## src/rtl/multicycle_ctrl.sv

```systemverilog
// Multi-cycle instruction sequencer: FETCH/DECODE/EXEC/MEM/WB control with
// register-file selects, memory strobes, PC update and a MEM wait timeout.
module multicycle_ctrl #(
  parameter int unsigned MEM_TIMEOUT = 15,
  parameter int unsigned CNT_W       = 16
) (
  input  logic             clk,
  input  logic             rst_n,
  input  logic [31:0]      instr,
  input  logic             instr_valid,
  output logic             instr_ready,
  input  logic             branch_cond,
  input  logic             mem_ack,
  output logic [4:0]       read_sel1,
  output logic [4:0]       read_sel2,
  output logic [4:0]       write_sel,
  output logic             rf_we,
  output logic             alu_src_imm,
  output logic             mem_rd,
  output logic             mem_wr,
  output logic             pc_inc,
  output logic             pc_branch,
  output logic             mem_err,
  output logic [CNT_W-1:0] retired,
  output logic [2:0]       state
);

  typedef enum logic [2:0] {
    ST_FETCH  = 3'd0,
    ST_DECODE = 3'd1,
    ST_EXEC   = 3'd2,
    ST_MEM    = 3'd3,
    ST_WB     = 3'd4,
    ST_ERR    = 3'd7
  } state_t;

  localparam logic [7:0] TIMEOUT_LAST = 8'(MEM_TIMEOUT - 1);

  state_t           cur, nxt;
  logic [31:0]      ir;
  logic [7:0]       wait_cnt;
  logic [CNT_W-1:0] ret_cnt;
  logic             err_q;

  logic             ir_load, cnt_clr, cnt_inc, set_err, retire;

  logic [5:0] op;
  logic [4:0] fld_a, fld_b, fld_c;
  logic       is_r, is_br, is_ialu, is_ld, is_st, is_nop;

  assign op    = ir[31:26];
  assign fld_a = ir[25:21];
  assign fld_b = ir[20:16];
  assign fld_c = ir[15:11];

  // Immediate bits feed the ALU datapath directly; the controller ignores them.
  logic unused_ir;
  assign unused_ir = ^{ir[10:0], op[2:1]};

  always_comb begin
    is_r    = (op[5:4] == 2'b01);
    is_br   = (op[5:4] == 2'b10);
    is_ialu = (op[5:4] == 2'b11) && !op[3];
    is_ld   = (op[5:4] == 2'b11) &&  op[3] && !op[0];
    is_st   = (op[5:4] == 2'b11) &&  op[3] &&  op[0];
    is_nop  = (op[5:4] == 2'b00);
  end

  always_comb begin
    read_sel1 = '0;
    read_sel2 = '0;
    write_sel = '0;
    if (is_r) begin
      read_sel1 = fld_a;
      read_sel2 = fld_b;
      write_sel = fld_c;
    end else if (is_br || is_st) begin
      read_sel1 = fld_a;
      read_sel2 = fld_b;
    end else if (is_ialu || is_ld) begin
      read_sel1 = fld_a;
      write_sel = fld_b;
    end
  end

  always_comb begin
    nxt         = cur;
    instr_ready = 1'b0;
    rf_we       = 1'b0;
    alu_src_imm = 1'b0;
    mem_rd      = 1'b0;
    mem_wr      = 1'b0;
    pc_inc      = 1'b0;
    pc_branch   = 1'b0;
    retire      = 1'b0;
    ir_load     = 1'b0;
    cnt_clr     = 1'b0;
    cnt_inc     = 1'b0;
    set_err     = 1'b0;
    unique case (cur)
      ST_FETCH: begin
        instr_ready = 1'b1;
        if (instr_valid) begin
          ir_load = 1'b1;
          nxt     = ST_DECODE;
        end
      end
      ST_DECODE: begin
        if (is_nop) begin
          pc_inc = 1'b1;
          retire = 1'b1;
          nxt    = ST_FETCH;
        end else begin
          nxt = ST_EXEC;
        end
      end
      ST_EXEC: begin
        alu_src_imm = is_ialu || is_ld || is_st;
        if (is_br) begin
          pc_branch = branch_cond;
          pc_inc    = !branch_cond;
          retire    = 1'b1;
          nxt       = ST_FETCH;
        end else if (is_ld || is_st) begin
          cnt_clr = 1'b1;
          nxt     = ST_MEM;
        end else begin
          nxt = ST_WB;
        end
      end
      ST_MEM: begin
        mem_rd = is_ld;
        mem_wr = is_st;
        // An ack arriving on the final allowed cycle still completes the access.
        if (mem_ack) begin
          if (is_ld) begin
            nxt = ST_WB;
          end else begin
            pc_inc = 1'b1;
            retire = 1'b1;
            nxt    = ST_FETCH;
          end
        end else if (wait_cnt == TIMEOUT_LAST) begin
          set_err = 1'b1;
          nxt     = ST_ERR;
        end else begin
          cnt_inc = 1'b1;
        end
      end
      ST_WB: begin
        rf_we  = 1'b1;
        pc_inc = 1'b1;
        retire = 1'b1;
        nxt    = ST_FETCH;
      end
      ST_ERR: begin
        nxt = ST_ERR;
      end
      default: begin
        nxt = ST_FETCH;
      end
    endcase
  end

  always_ff @(posedge clk or negedge rst_n) begin
    if (!rst_n) begin
      cur      <= ST_FETCH;
      ir       <= '0;
      wait_cnt <= '0;
      ret_cnt  <= '0;
      err_q    <= 1'b0;
    end else begin
      cur <= nxt;
      if (ir_load) begin
        ir <= instr;
      end
      if (cnt_clr) begin
        wait_cnt <= '0;
      end else if (cnt_inc) begin
        wait_cnt <= wait_cnt + 8'd1;
      end
      if (set_err) begin
        err_q <= 1'b1;
      end
      if (retire) begin
        ret_cnt <= ret_cnt + 1'b1;
      end
    end
  end

  assign state   = cur;
  assign retired = ret_cnt;
  assign mem_err = err_q;

endmodule
```

## config.mk

```make
export PLATFORM = sky130hd
export DESIGN_NAME = multicycle_ctrl
export DESIGN_NICKNAME = d
export VERILOG_FILES = /design/src/rtl/multicycle_ctrl.sv
export SDC_FILE = /design/constraint.sdc
export NUM_CORES = 1
export LEC_CHECK = 0
export CAP_MARGIN = 15
export CORE_MARGIN = 3
export CORE_UTILIZATION = 45
export DETAILED_ROUTE_END_ITERATION = 7
export PLACE_DENSITY_LB_ADDON = 0.25
export SYNTH_ARGS = -nofsm -noshare
export SYNTH_HDL_FRONTEND = slang
export SYNTH_SLANG_ARGS = --single-unit
```

## constraint.sdc

```tcl
create_clock -name clk -period 2 [get_ports clk]
set_input_delay 0.3 -clock clk [delete_from_list [all_inputs] [get_ports clk]]
set_output_delay 0.3 -clock clk [all_outputs]
set_load 0.1 [all_outputs]
```

Word level (Yosys, flattened, before mapping)
Index checks and enable logic that the tools add are counted.
{"block": "word_totals", "ramBits": 0, "register_bits": 60, "input_bits": 37, "latchBits": 0, "rom_bits": 0, "memories": 0}
{"block": "classes", "n_mul": 0, "bitwise_logic": 0, "add_sub_neg": 2, "n_mux": 43, "div_mod_pow": 0, "magnitude_cmp": 0, "n_eq_ne": 11, "reduce_logical": 15, "n_shift": 0}
{"operator": "$mux W5", "count": 8}
{"operator": "$mux W1", "count": 23}
{"operator": "$mux W3", "count": 6}
{"operator": "$add A16 B1 Y16 const B", "count": 1}
{"operator": "$mux W8", "count": 2}
{"operator": "$pmux W3 S5", "count": 1}
{"operator": "$add A8 B1 Y8 const B", "count": 1}
{"operator": "$eq A8 B4 Y1 const B", "count": 1}
{"operator": "$pmux W1 S4", "count": 2}
{"operator": "$eq A3 B2 Y1 const B", "count": 2}
{"operator": "$eq A3 B3 Y1 const B", "count": 2}
{"operator": "$eq A2 B2 Y1 const B", "count": 2}
{"operator": "$logic_and A1 B1 Y1", "count": 4}
{"operator": "$logic_or A1 B1 Y1", "count": 4}
{"operator": "$eq A3 B1 Y1 const B", "count": 1}
{"operator": "$logic_not A1 Y1", "count": 3}
{"operator": "$logic_not A3 Y1", "count": 1}
{"operator": "$ne A3 B3 Y1 const B", "count": 1}
{"operator": "$eq A2 B1 Y1 const B", "count": 1}
{"operator": "$logic_not A2 Y1", "count": 1}
{"operator": "$mux W2", "count": 1}
{"operator": "$ne A2 B2 Y1 const B", "count": 1}
{"operator": "$reduce_and A2 Y1", "count": 1}
{"operator": "$reduce_bool A2 Y1", "count": 1}

Logic depth before layout (Yosys ltp)
{"block": "depth", "depth_word": 8, "ltp_mapped": 6, "mapped_depth_nobuf": 6}

Least setup slack after synthesis
Ideal clock, no wire load.
{"block": "synth_timing", "path_kind": "register to output", "start": "register cur[1] (netlist: state[1])", "end": "output port mem_wr", "t_arrival_ns": 4.168, "path_stages_with_launch": 4, "setup_slack_ns": -2.468, "cell_sequence": "dfrtp_1 > buf_4 > nand2_1 > nor4_1"}
{"block": "synth_between", "elab_chain_cells": 2}
{"element": "from (decl)", "line": "39", "text": "state_t cur, nxt;"}
{"element": "from (signal assigned)", "line": "173", "text": "cur <= nxt;"}
{"element": "$eq A3 B2 Y1", "line": "100", "text": "unique case (cur)"}
{"element": "$mux W1", "line": "100"}
{"element": "to (decl)", "line": "20", "text": "output logic mem_wr,"}
No other way between the ends.

Worst setup path after layout
{"block": "layout_timing", "start": "register ir[26]", "end": "output port mem_rd"}
{"block": "layout_between", "elab_chain_cells": 3}
{"element": "from (decl)", "line": "40", "text": "logic [31:0] ir;"}
{"element": "from (signal assigned)", "line": "175", "text": "ir <= instr;"}
{"element": "$logic_not A1 Y1", "line": "64", "text": "is_ld = (op[5:4] == 2'b11) && op[3] && !op[0];"}
{"element": "$logic_and A1 B1 Y1", "line": "64"}
{"element": "$mux W1", "line": "100"}
{"element": "to (decl)", "line": "19", "text": "output logic mem_rd,"}
No other way between the ends.

==> flow_summary.json <==
{
  "status": "completed",
  "fin_util": 0.756,
  "cts.path.max_buffers": 2,
  "grt_use_total": 0.207,
  "drive_gt1_frac": 0.408,
  "ant_nets": 0,
  "fin_nets": 353,
  "wl_met2_um": 3070,
  "path_class": "reg -> out",
  "synthFlopType": "dfrtp_1",
  "max_freq_mhz": 519,
  "synth_cells": 227,
  "drv_cap": 0,
  "finalCritPeriodShare": 0.963,
  "cts_tree": "built",
  "antennaDiodeCount": 0,
  "skew_ns": 0.00503,
  "clk_pin_slew_ns": 0.09,
  "cts_buffers": 5,
  "die_h_um": 80.7,
  "cp.required_ns": 1.70,
  "dr.max_layer_used": "met4",
  "worst_hold_slack_ns": 0.420,
  "grt_max_degree": 22,
  "syn_nets": 267,
  "hp-class": "in -> async",
  "io_buffers": 65,
  "synth.avg_cell_area_um2": 11.1,
  "final.min_clock_period_ns": 1.93,
  "num_vias": 2054,
  "cts-root-buf": "clkbuf_8",
  "wl_per_cell_um": 16.5,
  "vias_per_cell": 5.35,
  "path_max_fanout": 4,
  "cp.arrival_ns": 1.63,
  "hold_viol": 0,
  "grt_pass1_wl_um": 10300,
  "area_growth_pct": 58.5,
  "dp.cells": 365,
  "num_rows": 26,
  "rrSetupSlack_ns": 0.10,
  "fillers": 350,
  "drc": 0,
  "grt-ovfl-total": 0,
  "wl_met1_um": 2840,
  "ys_warn_count": 0,
  "dr_wl_met3_um": 323,
  "antenna_found_initial": 0,
  "die_w_um": 80.7,
  "clock_latency_ns": 0.31,
  "worstSetupEndpointType": "primary output",
  "setup_viol": 0,
  "syn_area_mm2": 0.00251,
  "gp_congestion": 0.844,
  "htree_levels": 2,
  "initial_core_util": 0.477,
  "synth-edff-count": 0,
  "routed_wl_um": 6350,
  "finalMaxSlewViolations": 0,
  "synth_cell_types": 50,
  "cp-start-kind": "flip-flop",
  "worstMarginPinSlew_ns": 0.405,
  "drt_pass1_iterations": 4,
  "slew_headroom": 0.729,
  "ys_seq_area_frac": 0.468,
  "grt_pass1_vias": 2034,
  "die-area_mm2": 0.00652,
  "clock_sinks": 47,
  "async_reset_ff_frac": 1.00,
  "place_hpwl_um": 4440,
  "tns_ns": 0,
  "ys_seq_elements": 47,
  "io_pins": 79,
  "drt_iter0_markers": 121,
  "core_area_mm2": 0.00527,
  "fin_cells": 384
}
metal layers:
| metal | global-route usage | up-vias |
|---|---|---|
| li1 | - | 983 |
| met1 | 0.274 | 998 |
| met2 | 0.344 | 61 |
| met3 | 0.0410 | 12 |
| met4 | 0.0659 | 0 |
| met5 | 0 | - |
timing repair:
action / CTS / global route
hold buffers: 1 / 0
pin swaps: 0 / 2
gates resized for setup: 5 / 7
hold endpoints to repair: 14 / 0
setup endpoints to repair: 7 / 3
buffers inserted: 4 / 6
critical path: stages, from the launching register on:
cell      delay (ns)
dfrtp_1         0.41
nand4b_1        0.27
buf_4           0.21
nor3_4          0.21
buf_12          0.20
cells by family (layout without fill, tap and decap cells):
group / Yosys count / count (layout) / share of synthesized area
compound gates: 37 / 37 / 0.118
mux: 21 / 21 / 0.0936
fa+ha+maj: 3 / 3 / 0.0149
xor+xnor: 20 / 20 / 0.0697
simple gates: 83 / 83 / 0.202
buf+inv: 16 / 103 / 0.0338
flops: 47 / 47 / 0.468
cells in the mapped netlist (2+ instances only):
| cell type | count | share of area |
|---|---|---|
| dfrtp_1 | 47 | 0.47 |
| mux2_1 | 20 | 0.090 |
| xor2_1 | 17 | 0.059 |
| a21oi_1 | 13 | 0.026 |
| nand2_1 | 12 | 0.018 |
| nand3_1 | 12 | 0.024 |
| nor2_1 | 10 | 0.015 |
| nand2b_1 | 9 | 0.022 |
| and2_1 | 7 | 0.017 |
| nor2b_1 | 6 | 0.015 |
| a21boi_0 | 5 | 0.015 |
| buf_2 | 5 | 0.010 |
| nand4_1 | 5 | 0.012 |
| nor3_1 | 5 | 0.010 |
| inv_1 | 4 | 0.0060 |
| and4_1 | 3 | 0.010 |
| buf_4 | 3 | 0.0090 |
| ha_1 | 3 | 0.015 |
| xnor2_1 | 3 | 0.010 |
| a2111oi_2 | 2 | 0.012 |
| a211oi_1 | 2 | 0.0060 |
| and3_1 | 2 | 0.0050 |
| clkbuf_1 | 2 | 0.0030 |
| nor3b_2 | 2 | 0.010 |
| o21ai_0 | 2 | 0.0040 |
| o31ai_1 | 2 | 0.0060 |
sequential cells by signal, summed over array words and instances, names as in the netlist:
register and flops:
mem_err 1, state 3, wait_cnt 8, retired 16, ir 19
area by class of cell:
| type | instances | area, um2 | share of cell area |
|---|---|---|---|
| Clock buffer | 5 | 68.8 | 0.0173 |
| Clock inverter | 3 | 47.5 | 0.0119 |
| Inverter | 4 | 15.0 | 0.00377 |
| Multi-Input combinational cell | 164 | 1480 | 0.372 |
| Sequential cell | 47 | 1190 | 0.299 |
| Tap cell | 70 | 87.6 | 0.0220 |
| Timing Repair Buffer | 91 | 1090 | 0.274 |
stage by stage:
step | area [um2] | worst slack (ns)
after floorplan | 2760 | -0.591
after global placement | 3740 | 0.0335
after detailed placement | 3740 | -0.0351
after CTS | 3900 | -0.0627
after global routing | 3990 | -0.00846
final | 3990 | 0.0738
layout by cell type, fill, tap and decap left out, types with 2 or more instances in the layout:
master	n
a2111oi_4	2
a211oi_1	2
a21boi_2	4
a21boi_4	2
a21oi_1	5
a21oi_2	8
and2_1	6
and4_1	3
buf_12	28
buf_4	38
clkbuf_8	5
clkdlybuf4s50_1	22
dfrtp_1	42
dfrtp_2	2
dfrtp_4	3
ha_1	3
inv_1	4
mux2_1	18
mux2_4	2
nand2_1	10
nand2b_1	8
nand3_1	12
nand4_1	5
nor2_1	8
nor2_2	2
nor2b_2	6
nor3_1	2
nor3_4	3
nor3b_4	2
o21ai_2	2
o31ai_1	2
xnor2_1	3
xor2_1	17
final timing paths:
check	start	end	cells past startpoint
max	ir[26]	mem_rd	4
min	rst_n	ir[13]	2
max reg2reg	wait_cnt[0]	wait_cnt[1]	6
min reg2reg	mem_err	mem_err	2
max in group asynchronous	rst_n	state[2]	3
min in group clk	mem_err	mem_err	2
Power is not shown: default switching activity piles up to over one toggle a cycle in this logic, so the estimate is an artifact.
